==> src/rtl/apb_mem_bridge.sv <==
`default_nettype none
// ============================================================================
// Module      : apb_mem_bridge
// Description : CPU-side APB master for the PSRAM APB slave. Takes one
//               load/store at a time, runs SETUP/ACCESS, waits for pready
//               (with optional timeout), masks read data by access size and
//               returns the result on a valid/ready response port.
// Revision    : 1.0 - initial release
// ============================================================================
module apb_mem_bridge #(
    parameter int ADDR_WIDTH     = 32,
    parameter int DATA_WIDTH     = 32,
    parameter int TIMEOUT_CYCLES = 256
) (
    input  logic                  pclk,
    input  logic                  presetn,
    // CPU request port
    input  logic                  req_valid,
    output logic                  req_ready,
    input  logic [ADDR_WIDTH-1:0] req_addr,
    input  logic [DATA_WIDTH-1:0] req_wdata,
    input  logic                  req_we,
    input  logic [1:0]            req_size,
    // CPU response port
    output logic                  rsp_valid,
    input  logic                  rsp_ready,
    output logic [DATA_WIDTH-1:0] rsp_rdata,
    output logic                  rsp_err,
    // APB master port
    output logic [ADDR_WIDTH-1:0] paddr,
    output logic [DATA_WIDTH-1:0] pdata,
    input  logic [DATA_WIDTH-1:0] prdata,
    output logic                  psel,
    output logic                  penable,
    output logic                  pwrite,
    output logic [3:0]            pstb,
    input  logic                  pready,
    input  logic                  perr
);

    // Counter only has to reach TIMEOUT_CYCLES-1
    localparam int TW = (TIMEOUT_CYCLES > 1) ? $clog2(TIMEOUT_CYCLES) : 1;

    typedef enum logic [1:0] {
        S_IDLE   = 2'd0,
        S_SETUP  = 2'd1,
        S_ACCESS = 2'd2,
        S_RESP   = 2'd3
    } state_t;

    state_t                  state_q;
    logic [1:0]              size_q;
    logic [TW-1:0]           tmo_cnt_q;
    logic                    psel_q;
    logic                    penable_q;
    logic                    pwrite_q;
    logic [3:0]              pstb_q;
    logic [ADDR_WIDTH-1:0]   paddr_q;
    logic [DATA_WIDTH-1:0]   pdata_q;
    logic                    rsp_valid_q;
    logic                    rsp_err_q;
    logic [DATA_WIDTH-1:0]   rsp_rdata_q;

    logic [DATA_WIDTH-1:0]   rd_mask;
    logic [3:0]              req_stb;
    logic                    tmo_hit;

    // Read-data lane mask for the latched access size
    always_comb begin
        rd_mask = '0;
        case (size_q)
            2'd0:    rd_mask = DATA_WIDTH'(32'h0000_00FF);
            2'd1:    rd_mask = DATA_WIDTH'(32'h0000_FFFF);
            default: rd_mask = DATA_WIDTH'(32'hFFFF_FFFF);
        endcase
    end

    // Byte strobes for the incoming request; no lane shifting by address
    always_comb begin
        req_stb = 4'b0000;
        case (req_size)
            2'd0:    req_stb = 4'b0001;
            2'd1:    req_stb = 4'b0011;
            2'd2:    req_stb = 4'b1111;
            default: req_stb = 4'b0000;
        endcase
    end

    assign tmo_hit = (TIMEOUT_CYCLES != 0) &&
                     (tmo_cnt_q == TW'(TIMEOUT_CYCLES - 1));

    // Transfer sequencer with registered APB and response outputs
    always_ff @(posedge pclk or negedge presetn) begin
        if (!presetn) begin
            state_q     <= S_IDLE;
            size_q      <= 2'd0;
            tmo_cnt_q   <= '0;
            psel_q      <= 1'b0;
            penable_q   <= 1'b0;
            pwrite_q    <= 1'b0;
            pstb_q      <= 4'b0000;
            paddr_q     <= '0;
            pdata_q     <= '0;
            rsp_valid_q <= 1'b0;
            rsp_err_q   <= 1'b0;
            rsp_rdata_q <= '0;
        end else begin
            case (state_q)
                S_IDLE: begin
                    if (req_valid) begin
                        size_q <= req_size;
                        if (req_size == 2'd3) begin
                            // Illegal size: answer with an error, no bus cycle
                            rsp_err_q   <= 1'b1;
                            rsp_rdata_q <= '0;
                            rsp_valid_q <= 1'b1;
                            state_q     <= S_RESP;
                        end else begin
                            psel_q    <= 1'b1;
                            penable_q <= 1'b0;
                            paddr_q   <= req_addr;
                            pdata_q   <= req_wdata;
                            pwrite_q  <= req_we;
                            pstb_q    <= req_stb;
                            state_q   <= S_SETUP;
                        end
                    end
                end
                S_SETUP: begin
                    penable_q <= 1'b1;
                    tmo_cnt_q <= '0;
                    state_q   <= S_ACCESS;
                end
                S_ACCESS: begin
                    if (pready) begin
                        // Completion wins over a coincident timeout
                        psel_q      <= 1'b0;
                        penable_q   <= 1'b0;
                        rsp_err_q   <= perr;
                        rsp_rdata_q <= pwrite_q ? '0 : (prdata & rd_mask);
                        rsp_valid_q <= 1'b1;
                        state_q     <= S_RESP;
                    end else if (tmo_hit) begin
                        psel_q      <= 1'b0;
                        penable_q   <= 1'b0;
                        rsp_err_q   <= 1'b1;
                        rsp_rdata_q <= '0;
                        rsp_valid_q <= 1'b1;
                        state_q     <= S_RESP;
                    end else begin
                        tmo_cnt_q <= tmo_cnt_q + 1'b1;
                    end
                end
                S_RESP: begin
                    if (rsp_ready) begin
                        rsp_valid_q <= 1'b0;
                        state_q     <= S_IDLE;
                    end
                end
                default: state_q <= S_IDLE;
            endcase
        end
    end

    assign req_ready = (state_q == S_IDLE);
    assign rsp_valid = rsp_valid_q;
    assign rsp_err   = rsp_err_q;
    assign rsp_rdata = rsp_rdata_q;
    assign paddr     = paddr_q;
    assign pdata     = pdata_q;
    assign psel      = psel_q;
    assign penable   = penable_q;
    assign pwrite    = pwrite_q;
    assign pstb      = pstb_q;

endmodule
`default_nettype wire

==> config.mk <==
export PLATFORM = sky130hd
export DESIGN_NAME = apb_mem_bridge
export DESIGN_NICKNAME = d
export VERILOG_FILES = /design/src/rtl/apb_mem_bridge.sv
export SDC_FILE = /design/constraint.sdc
export NUM_CORES = 1
export LEC_CHECK = 0
export CORE_MARGIN = 2
export CORE_UTILIZATION = 30
export DETAILED_ROUTE_END_ITERATION = 8
export SYNTH_ARGS = -nofsm -noshare
export SYNTH_HDL_FRONTEND = slang
export SYNTH_SLANG_ARGS = --single-unit
==> constraint.sdc <==
create_clock -name pclk -period 1.9 [get_ports pclk]
set_input_delay 0.285 -clock pclk [delete_from_list [all_inputs] [get_ports pclk]]
set_output_delay 0.285 -clock pclk [all_outputs]
set_load 0.02 [all_outputs]
Word level (Yosys, flattened, before mapping)
Index checks and enable logic that the tools add are counted.
{ "word_totals": {"memories": 0, "elab_cells": 78, "romBits": 0, "latch_bits": 0, "inputBits": 105, "out_inout_bits": 106, "ram_bits": 0, "reg_bits": 117} }
{ "classes": {"muxes": 33, "reduce_logical": 15, "bitwise": 2, "n_div": 0, "multipliers": 0, "addsub": 1, "magnitude_cmp": 0, "shift": 0, "n_eq_ne": 15} }
{ "ops": {"columns": ["cell", "count"], "rows": [
  ["two-way mux 32 bit", 5],
  ["one-hot mux 32 bit (2 select lines)", 2],
  ["bitwise AND 32 bit", 1],
  ["two-way mux 8 bit", 2],
  ["one-hot mux 8 bit (2 select lines)", 1],
  ["two-way mux 1 bit", 12],
  ["one-hot mux 4 bit (3 select lines)", 1],
  ["AND reduction 4 bit", 3],
  ["two-way mux 2 bit", 5],
  ["inequality test 2 bit, second input constant", 5],
  ["AND reduction 3 bit", 3],
  ["adder 8 x 1 -> 8 bit, second input constant", 1],
  ["equality test 2 bit, second input constant", 4],
  ["equality test 8 bit, second input constant", 1],
  ["one-hot mux 2 bit (4 select lines)", 1],
  ["equality test 2 x 1 -> 1 bit, second input constant", 3],
  ["logical NOT 2 bit", 3],
  ["one-hot mux 1 bit (3 select lines)", 2],
  ["nonzero test 3 bit", 2],
  ["AND reduction 5 bit", 1],
  ["one-hot mux 1 bit (2 select lines)", 2],
  ["nonzero test 2 bit", 2],
  ["inequality test 3 bit, second input constant", 1],
  ["inequality test 2 x 1 -> 1 bit, second input constant", 1],
  ["other kinds (2)", 2]
]} }

Logic depth before layout (Yosys ltp)
{ "depth": {"ltp_word": 6, "ltp_mapped": 9, "mapped_depth_nobuf": 6} }

Least setup slack after synthesis
OpenSTA, ideal clock, no wires.
{ "synth_timing": {"path_kind": "register to register", "from": "reg state_q[0]", "to": "reg rsp_rdata_q[26], in the netlist rsp_rdata[26]", "slack_ns": -0.135, "period_less_slack_ns": 2.035, "path_stages_with_launch": 9, "arrival_ns": 1.914, "t_required_ns": 1.779, "n_path_buf": 2, "cell_sequence": "dfrtp_1 -> inv_1 -> ha_1 -> a21boi_1 -> nor3_2 -> and2_0 -> buf_2 -> buf_4 -> a22o_1"} }
{ "synth_between": {"elab_chain_cells": 3} }
{ "synth_lines": {"columns": ["item", "line", "rtl"], "rows": [
  ["start: declaration", "51", "state_t state_q;"],
  ["start signal: assignment", "95", "state_q <= S_IDLE;"],
  ["start signal: assignment", "117", "state_q <= S_RESP;"],
  ["start signal: assignment", "125", "state_q <= S_SETUP;"],
  ["logical NOT 2 bit (*)", null, null],
  ["net req_ready", "19", "output logic req_ready,"],
  ["inequality test 2 x 1 -> 1 bit (no line) (tied with other cells)", null, null],
  ["AND reduction 4 bit (no line)", null, null],
  ["end signal: assignment", "140", "rsp_rdata_q <= pwrite_q ? '0 : (prdata & rd_mask);"],
  ["end: declaration", "62", "logic [DATA_WIDTH-1:0] rsp_rdata_q;"]
]} }
The timed path passes the listed nets; every way through them passes the cells marked *.
A chain may end at the register's enable or synchronous reset.

Worst setup path after layout
{ "layout_timing": {"from": "reg pwrite_q, in the netlist pwrite", "to": "out pwrite"} }
{ "layout_rtl": {"columns": ["item", "line", "rtl"], "rows": [
  ["start: declaration", "56", "logic pwrite_q;"],
  ["start signal: assignment", "123", "pwrite_q <= req_we;"],
  ["end: declaration", "35", "output logic pwrite,"]
]} }
No word-level cell between the ends.

==> metrics.yaml <==
routed_wl_mm: 12.7
grt_pass1_vias: 3963
grt.overflow.total: 0
numCtsBuffers: 17
drv_slew: 0
drtPass1Iterations: 4
rows: 45
cts_root_buffer: "clkbuf_16"
die_w_um: 129
reg2reg_slack_ns: 0.11
dr_wl_met3_mm: 1.21
seq_area_frac_synth_pct: 62.0
clock-sinks: 116
synth.distinct_cells: 42
relSlewSlack_pct: 71.1
initial_utilization_pct: 30.8
place_inst: 738
startpoint_type: "flip-flop"
path_clk_slew_ns: 0.06
synth_area_mm2: 0.00468
ys_seq_elements: 116
area_growth_pct: 67.4
grt_first_pass_wirelength_mm: 20.0
clk_path_buf_depth: 2
max_freq_mhz: 556
status: "finished, final reports clean"
postLayoutCoreUtil_pct: 51.6
fin_crit_ns: 1.80
fin_ws_ns: 0.103
path_class: "reg -> out"
htreeDepth: 4
finalSetupViolations: 0
synthFlopType: "dfrtp_1"
synth-edff-count: 0
met1_length_mm: 5.05
dieArea_mm2: 0.0166
cts_tree: "done"
final_antenna_net_count: 0
grt_antenna_before_repair: 0
grt_max_degree: 53
synth_area_leader_cell: "dfrtp_1"
drtIter0Drc: 113
worstMarginPinSlew_ns: 0.433
layout_commonest_cell: "clkdlybuf4s50_1"
cpLargestDelayFamily: "buffers and inverters"
via_per_inst: 4.72
slowest_stage: "clkdlybuf4s50_1"
power_w: 0.0136
synth_nets: 447
drive_above_1_share_pct: 22.5
finClkSkew_ns: 0.00552
post_layout_nonfiller_instances: 769
hpwl_mm: 9.34
place_ws_ns: -0.0958
grt.total_usage_pct: 15.7
worst-path-max-fanout: 4
ys.warnings.count: 0
power_density_mw_per_mm2: 1730
syn_avg_cell_area_um2: 14.1
die_h_um: 129
ioPinCount: 211
vdd_drop_max_mv: 0.850
port_buffers: 210
yosys.area.top_type_share_pct: 62.0
cp_cell_sequence: "clkdlybuf4s50_1"
cap_violations: 0
fin_crit_sh_pct: 94.6
synth_async_sr_flop_share_pct: 100
wl_per_cell_um: 16.6
max_stage_delay_ns: 0.66
cp_num_buf_inv: 1
synth_cells: 332
antennaDiodeCount: 0
worstPathRequired_ns: 1.62
wl_met2_mm: 6.30
vias: 3629
power_leakage_nw: 3.37
end_kind: "output pin"
core_region_area_mm2: 0.0152
post-route-drc-count: 0
top_layer_used: "met4"
crit_arrival_ns: 1.51
hold_viol_final: 0
hold_class: "in -> async"
synth_area_leaders: "dfrtp_1 (62%), mux2_2 (16%), a22o_1 (4.9%)"
mostFrequentLayoutCells: "clkdlybuf4s50_1 (208), dfrtp_1 (116), mux2_2 (68), a22o_1 (26), buf_4 (21)"
tns_ns: 0
gp_congestion: 0.795
insertion_delay_ns: 0.41
fillers: 1327
fin_nets: 685
## registers in the layout, summed over array words and instances, names as in the netlist, 2 cells and up
signal and cells:
paddr 32, pstb 3, size_q 2, rsp_rdata 32
pdata 32, tmo_cnt_q 8, state_q 2
## timing repair
action | in CTS | in global routing
gates resized for setup | 1 | 2
setup endpoints to repair | 1 | 52
buffers inserted | 0 | 0
hold buffers | 1 | 0
endpoints found under the hold margin | 25 | 0
## kinds of logic (layout without fill, tap and decap cells)
kind of cell	Yosys count	after routing	synth area share [%]
fa+ha+maj	10	10	2.67
flops	116	116	62.0
simple gates	49	49	5.40
compound gates	59	59	10.2
mux	70	70	16.8
xor+xnor	1	1	0.187
buf+inv	27	276	2.78
## path summary, 6_finish.rpt
check,end,startpoint,depth (start not counted)
min,rsp_valid,presetn,2
max reg2reg,pdata[20],state_q[1],6
min in group pclk,rsp_rdata[12],prdata[12],3
max in group asynchronous,pdata[22],presetn,3
min reg2reg,size_q[0],size_q[0],2
max,pwrite,pwrite,1
## final cells by class
| cell class | instances | area [um2] | area share, % |
|---|---|---|---|
| flip-flops and latches | 116 | 2900 | 37.0 |
| repair buffers | 236 | 2360 | 30.1 |
| clock buffers | 21 | 480 | 6.13 |
| inverters | 10 | 37.5 | 0.479 |
| clock inverters | 9 | 151 | 1.93 |
| well taps | 188 | 235 | 3.00 |
| multi-input cells | 189 | 1670 | 21.3 |
## per-stage QoR
step,cell area (um2),hold slack [ns]
6_report,7840,0.350
3_3_place_gp,7190,0.240
2_1_floorplan,4700,-0.0106
5_1_grt,7840,0.373
4_1_cts,7830,0.346
3_5_place_dp,7190,0.245
## synthesized netlist by cell type (all sizes together) (4+ instances only)
library cell	number
inv	10
ha	10
nand2	14
nor3	4
a22o	26
nand3	14
a21oi	4
nand2b	4
dfrtp	116
buf	15
o21ai	8
o2bb2ai	8
nor2	5
mux2	68
## worst reg2reg max path, delay by kind of cell, from the launching register on
family / cells / cell delay (ns)
buf+inv: 2 / 0.31
fa+ha+maj: 1 / 0.18
mux: 1 / 0.36
simple gates: 2 / 0.40
flops: 1 / 0.42
## per-layer routing
layer,track usage (%),vias to the layer above
met4,6.84,0
li1,-,1681
met5,0,-
met1,17.8,1796
met3,6.99,15
met2,25.8,137
## where the power goes
group | internal (W) | switching [W] | total, W
combinational | 0.00317 | 0.00288 | 0.00606
sequential | 0.00352 | 0.000572 | 0.00409
clock | 0.00231 | 0.00110 | 0.00341
No activity file was read; power rests on OpenSTA's default activity.
